**src/rtl/phase_monitor_pkg.sv**
```systemverilog
// Shared types and widths for the 4-phase clock monitor.
// The decoder and the monitor FSM both import this package.
package phase_monitor_pkg;

   localparam int IDX_W = 2;
   localparam int ERR_W = 8;
   localparam int CNT_W = 4;

   typedef enum logic [1:0] {
      HUNT   = 2'd0,
      SYNC   = 2'd1,
      LOCKED = 2'd2
   } state_t;

   // Phase that must follow idx in a healthy rotation (3 wraps to 0).
   function automatic logic [IDX_W-1:0] next_idx(input logic [IDX_W-1:0] idx);
      return idx + 1'b1;
   endfunction

endpackage

```
**src/rtl/phase_monitor_decode.sv**
```systemverilog
// Combinational decode of the four active-low phases into {legal, idx}.
// A sample is legal only when exactly one phase is low.
module phase_decode
   import phase_monitor_pkg::*;
(
   input  logic             phi1,
   input  logic             phi2,
   input  logic             phi3,
   input  logic             phi4,
   output logic             legal,
   output logic [IDX_W-1:0] idx
);

   logic [3:0] low;

   assign low = ~{phi4, phi3, phi2, phi1};

   always_comb begin
      legal = 1'b1;
      idx   = '0;
      case (low)
         4'b0001: idx = 2'd0;
         4'b0010: idx = 2'd1;
         4'b0100: idx = 2'd2;
         4'b1000: idx = 2'd3;
         default: legal = 1'b0;
      endcase
   end

endmodule

```
**src/rtl/phase_monitor.sv**
```systemverilog
// Lock monitor for a 4-phase active-low clock sampled on clk12.
// All outputs are registered and describe the sample taken at the previous edge.
module phase_monitor
   import phase_monitor_pkg::*;
#(
   parameter int LOCK_CYCLES = 8
)
(
   input  logic             clk12,
   input  logic             reset,
   input  logic             phi1,
   input  logic             phi2,
   input  logic             phi3,
   input  logic             phi4,
   input  logic             err_clr,
   output logic [IDX_W-1:0] phase,
   output logic             phase_valid,
   output logic             locked,
   output logic             err,
   output logic [ERR_W-1:0] err_count,
   output logic [1:0]       dbg_state,
   output logic [CNT_W-1:0] dbg_good_cnt
);

   localparam logic [CNT_W-1:0] LOCK_N  = CNT_W'(LOCK_CYCLES);
   localparam logic [ERR_W-1:0] ERR_MAX = '1;

   logic             legal;
   logic [IDX_W-1:0] idx;
   logic             in_seq;

   state_t           state_q, state_d;
   logic [CNT_W-1:0] good_cnt_q, good_cnt_d;
   logic [IDX_W-1:0] last_idx_q, last_idx_d;
   logic [IDX_W-1:0] phase_q, phase_d;
   logic             phase_valid_q, phase_valid_d;
   logic             locked_q, locked_d;
   logic             err_q, err_d;
   logic [ERR_W-1:0] err_count_q, err_count_d;

   phase_decode u_decode (
      .phi1  (phi1),
      .phi2  (phi2),
      .phi3  (phi3),
      .phi4  (phi4),
      .legal (legal),
      .idx   (idx)
   );

   assign in_seq = legal && (idx == next_idx(last_idx_q));

   always_comb begin
      state_d       = state_q;
      good_cnt_d    = good_cnt_q;
      last_idx_d    = last_idx_q;
      err_d         = 1'b0;
      phase_valid_d = legal;
      phase_d       = legal ? idx : phase_q;

      case (state_q)
         HUNT: begin
            if (legal) begin
               state_d    = SYNC;
               good_cnt_d = 4'd1;
               last_idx_d = idx;
            end
         end
         SYNC: begin
            if (!legal) begin
               state_d    = HUNT;
               good_cnt_d = '0;
            end else if (in_seq) begin
               good_cnt_d = good_cnt_q + 4'd1;
               last_idx_d = idx;
               if (good_cnt_q + 4'd1 == LOCK_N) begin
                  state_d = LOCKED;
               end
            end else begin
               // Repeated or skipped phase restarts the run without flagging an error.
               good_cnt_d = 4'd1;
               last_idx_d = idx;
            end
         end
         LOCKED: begin
            if (!legal) begin
               state_d    = HUNT;
               good_cnt_d = '0;
               err_d      = 1'b1;
            end else if (in_seq) begin
               last_idx_d = idx;
            end else begin
               state_d    = SYNC;
               good_cnt_d = 4'd1;
               last_idx_d = idx;
               err_d      = 1'b1;
            end
         end
         default: begin
            state_d    = HUNT;
            good_cnt_d = '0;
         end
      endcase

      locked_d = (state_d == LOCKED);

      // A clear that coincides with a new loss still records that loss.
      err_count_d = err_count_q;
      if (err_clr) begin
         err_count_d = err_d ? ERR_W'(1) : '0;
      end else if (err_d && err_count_q != ERR_MAX) begin
         err_count_d = err_count_q + 1'b1;
      end
   end

   always_ff @(posedge clk12) begin
      if (reset) begin
         state_q       <= HUNT;
         good_cnt_q    <= '0;
         last_idx_q    <= '0;
         phase_q       <= '0;
         phase_valid_q <= 1'b0;
         locked_q      <= 1'b0;
         err_q         <= 1'b0;
         err_count_q   <= '0;
      end else begin
         state_q       <= state_d;
         good_cnt_q    <= good_cnt_d;
         last_idx_q    <= last_idx_d;
         phase_q       <= phase_d;
         phase_valid_q <= phase_valid_d;
         locked_q      <= locked_d;
         err_q         <= err_d;
         err_count_q   <= err_count_d;
      end
   end

   assign phase        = phase_q;
   assign phase_valid  = phase_valid_q;
   assign locked       = locked_q;
   assign err          = err_q;
   assign err_count    = err_count_q;
   assign dbg_state    = state_q;
   assign dbg_good_cnt = good_cnt_q;

endmodule

```
**config.mk**
```make
export PLATFORM = sky130hd
export DESIGN_NAME = phase_monitor
export DESIGN_NICKNAME = d
export VERILOG_FILES = /design/src/rtl/phase_monitor_pkg.sv /design/src/rtl/phase_monitor_decode.sv /design/src/rtl/phase_monitor.sv
export SDC_FILE = /design/constraint.sdc
export NUM_CORES = 1
export LEC_CHECK = 0
export ABC_CLOCK_PERIOD_IN_PS = 3500
export CAP_MARGIN = 20
export CORE_MARGIN = 1
export CORE_UTILIZATION = 25
export DETAILED_ROUTE_END_ITERATION = 12
export HOLD_SLACK_MARGIN = 0.02
export PLACE_DENSITY = 0.51
export SLEW_MARGIN = 0
export SYNTH_ARGS = -nofsm -noshare
export SYNTH_HDL_FRONTEND = slang
export SYNTH_HIERARCHICAL = 1
export SYNTH_SLANG_ARGS = --single-unit
```
**constraint.sdc**
```tcl
create_clock -name clk12 -period 3.5 [get_ports clk12]
set_input_delay 0.7 -clock clk12 [delete_from_list [all_inputs] [get_ports clk12]]
set_output_delay 0.7 -clock clk12 [all_outputs]
set_load 0.02 [all_outputs]
```
==> results.txt <==
----------------------------------------------------
[Run status]
  Result of the run ... finished clean

[GRT]
  Largest net degree at the start of global routing ... 19
  Initial antenna violation count ... 0
  Via count of the first global-routing pass ... 1072
  Total gr overflow ... 0
  Wire length of the first global-routing pass ... 5016 microns
  Overall Global Routing Usage ... 11.88%

[Clock network]
  CTS clock-pin slew for the worst setup and hold paths ... 80 ps
  Clock H-tree levels ... 1
  CTS sink cnt ... 21
  Hold_buf cts ... 0
  Clk Tree Root Cell ... sky130_fd_sc_hd__clkbuf_8
  Clock tree from TritonCTS ... built
  Number of buffers added for setup after CTS ... 0
  Number of clock buffers inserted by TritonCTS ... 3
  Clock buffer depth ... 2
  Cts repair resizes ... 0
  Insertion delay of the later-clocked pin in the worst-skew pair ... 260 ps

[Timing]
  Worst Max-Slew Pin Slew ... 632.6 ps
  Hold violation count in the final report ... 0
  Setup Viol. Count Final ... 0
  Fin Clk Skew ... 6.768 ps
  Final worst-path cycle share ... 75.46%
  Unrepaired setup endpoints after global routing ... false
  Peak clock frequency supported by timing ... 378.6 MHz
  Final count of pins violating max slew ... 0
  Max_slew headroom ... 57.67%
  Final-layout worst hold slack ... 506.1 ps
  Final period demand of the worst path ... 2641 ps
  Final sum of negative setup slack ... 0 ps

[Layout]
  Area growth from synthesis to layout ... 27.44%
  Design area ... 1633 sq um
  Fraction of final layout cells with drive strength greater than 1 ... 7.602%
  Fin nets ... 181
  ANT cells ... 0
  Number of fill cells in the layout ... 528

[Floorplan]
  Row cnt ... 25
  Die width ... 73.59 microns
  Core footprint ... 4817 sq um
  Initial cell density of the core ... 26.60%
  Ports ... 26
  Die height ... 73.59 microns
  Die ar. ... 5415 sq um

[Routing]
  Pre-antenna DRT Iters ... 4
  Vias after detailed routing ... 1176
  Detailed-route wire length ... 2927 microns
  Violation count after the first detailed-routing iteration ... 70
  Vias per std cell ... 4.941
  DRC violation count after routing ... 0
  Mean routed wirelength per cell ... 12.30 microns
  Antenna Nets Post-Route ... 0

[Yosys]
  Register bit total from synthesis ... 21
  Number of synthesized flops with an enable pin ... 0
  Number of cells produced by synthesis ... 148
  Area of the mapped netlist ... 1281 sq um
  Number of synthesis warnings ... 6
  Synthesized-area fraction occupied by xor and xnor cells ... 3.320%
  Post-synthesis mux area share ... 9.668%
  Simple-gate share of the synthesized area ... 25.39%
  Nets in the synthesized netlist ... 157
  Complex-gate fraction of the synthesized area ... 21.68%
  Prevailing post-synth register cell ... sky130_fd_sc_hd__dfxtp_1
  Sequential share of the synthesized area ... 32.81%
  Synth Area in Adders ... 1.953%
  Mean area per synthesized cell ... 8.657 sq um
  Combinational family with the most area after synthesis ... simple AND/OR/NAND/NOR gates
  Post-synthesis async set-or-reset flop share ... 0%
  Synth unique cells ... 47

[Critical path]
  Signal arrival time at the worst endpoint ... 2800 ps
  Worst path required time ... 3660 ps
  Buf+Inv Stages, Crit Path ... 1
  Nature of the critical path startpoint ... primary input
  Crit Path Category ... primary input to flop
  Top fanout value on the critical path ... 17
  Cell family with most CP delay ... multiplexers
  Largest stage delay on the critical path ... 580 ps
  CP Capture Type ... flop
  Slowest CP cell ... sky130_fd_sc_hd__mux2i_4
  Crit-path cells ... clkdlybuf4s50_1, xor2_1, and2_1, xnor2_2, mux2i_4, a211oi_1, o211a_1

[Hold path]
  Hold Crit Class ... flop to flop

[Power and ir drop]
  Static leakage ... 0.5627 nW
  VDD IR max ... 0.2146 mV
  Pwr/cell area ... 293.3 nW/um^2

[Place]
  DP Wirelength ... 2137 microns
  Placer's final routability congestion estimate ... 0.8144
  Total of buffers placed on input and output ports ... 25
  Cell Area, Placed ... 1587 sq um

[Job]
  Count of maximum capacitance violations ... 0

----------------------------------------------------
[where the power goes]
part	switching, W	total (W)	leakage [nW]	internal [W]
clock	0.0000797	0.000159	0.0255	0.0000793
sequential	0.00000596	0.000249	0.170	0.000243
combinational	0.0000400	0.0000711	0.367	0.0000310
[cell usage after synthesis (2+ instances only)]
library cell                n  area, sq um
sky130_fd_sc_hd__and4b_1    2        20.02
sky130_fd_sc_hd__o21ai_0    4        20.02
sky130_fd_sc_hd__dfxtp_1   21        420.4
sky130_fd_sc_hd__a211o_1    2        17.52
sky130_fd_sc_hd__nor4b_1    2        17.52
sky130_fd_sc_hd__inv_1      8        30.03
sky130_fd_sc_hd__and3_1     3        18.77
sky130_fd_sc_hd__a21oi_1   10        50.05
sky130_fd_sc_hd__or3_1      3        18.77
sky130_fd_sc_hd__nand3b_1   4        30.03
sky130_fd_sc_hd__o211ai_1   2        15.01
sky130_fd_sc_hd__nand2_1   11        41.29
sky130_fd_sc_hd__clkbuf_1   4        15.01
sky130_fd_sc_hd__and2_1     2        12.51
sky130_fd_sc_hd__buf_2      2        10.01
sky130_fd_sc_hd__nand2b_1   3        18.77
sky130_fd_sc_hd__mux2i_1    9        90.09
sky130_fd_sc_hd__nor2_1    12        45.04
sky130_fd_sc_hd__o211a_1    2        20.02
sky130_fd_sc_hd__nand4_1    5        31.28
sky130_fd_sc_hd__nor2b_1    4        25.02
sky130_fd_sc_hd__o22ai_1    2        12.51
sky130_fd_sc_hd__a21boi_0   2        15.01
sky130_fd_sc_hd__ha_1       2        25.02
sky130_fd_sc_hd__nand3_1    4        20.02
sky130_fd_sc_hd__xor2_1     2        17.52
[stage by stage]
step | utilization [%] | setup slack (ps) | cells | power, W
after floorplan | - | 1285 | 148 | 0.0003015
after global placement | 32.94 | 642.9 | 234 | 0.0003248
after detailed placement | 32.94 | 572.2 | 234 | 0.0003258
after CTS | 33.90 | 852.9 | 238 | 0.0004901
after global routing | 33.90 | 615.3 | 238 | 0.0005032
final | 33.90 | 859.0 | 238 | 0.0004790
[tightest hold or removal path: stages (launching register included)]
cell and delay (ps):
sky130_fd_sc_hd__dfxtp_1 330, sky130_fd_sc_hd__mux2i_1 60, sky130_fd_sc_hd__nor2_1 80
[layout make-up]
cell class	instances	area, sq um	area share, %
multi-input combinational	112	794.5	48.66
sequential	21	420.4	25.75
timing repair buffer	26	257.7	15.79
tap	67	83.83	5.134
clock buffer	3	41.29	2.529
inverter	8	30.03	1.839
clock inverter	1	5.005	0.3065
[path summary, 6_finish.rpt]
kind	startpoint	end	slack [ps]	cells after the start
worst max-delay path	phi4	err_count[2]	860	7
worst min register to register	phase[0]	phase[0]	510	2
worst max register to register	err_count[0]	err_count[4]	1810	5
worst min-delay path	phase[0]	phase[0]	510	2
[state kept, by name (all words and copies together) (netlist names)]
name	flops
dbg_good_cnt	4
phase	2
dbg_state	2
last_idx_q	2
err	1
err_count	8
phase_valid	1
locked	1
[per-layer routing]
| layer | up-vias | track usage (%) | wire length (microns) |
|---|---|---|---|
| met5 | - | 0 | 0 |
| met4 | 0 | 3.205 | 27 |
| met3 | 2 | 3.155 | 135 |
| met2 | 24 | 18.04 | 1337 |
| met1 | 557 | 16.50 | 1426 |
| li1 | 593 | - | - |
[cells by family after synthesis]
kind of cell | count (synthesis)
multiplexers | 11
buffers and inverters | 15
AO/OA/AOI/OAI | 36
adder cells (fa/ha/maj) | 2
AND/OR/NAND/NOR | 59
XOR/XNOR | 4
flip-flops | 21
[cells in the final DEF, fill, tap and decap left out, drive strengths merged, types with 2 or more instances in the layout]
cell type | Yosys | final
a2111oi | 3 | 3
a211o | 3 | 3
a21boi | 2 | 2
a21oi | 10 | 10
and2 | 2 | 2
and3 | 3 | 3
and4b | 2 | 2
clkbuf | 4 | 3
clkdlybuf4s50 | 0 | 25
dfxtp | 21 | 21
ha | 2 | 2
inv | 8 | 8
mux2i | 10 | 10
nand2 | 11 | 11
nand2b | 3 | 3
nand3 | 4 | 4
nand3b | 4 | 4
nand4 | 5 | 5
nor2 | 12 | 12
nor2b | 4 | 4
nor4b | 2 | 2
o211a | 2 | 2
o211ai | 2 | 2
o21ai | 4 | 4
o22ai | 2 | 2
or3 | 3 | 3
xnor2 | 2 | 2
xor2 | 2 | 2
Note: power is estimated with default switching activity, not from simulation.
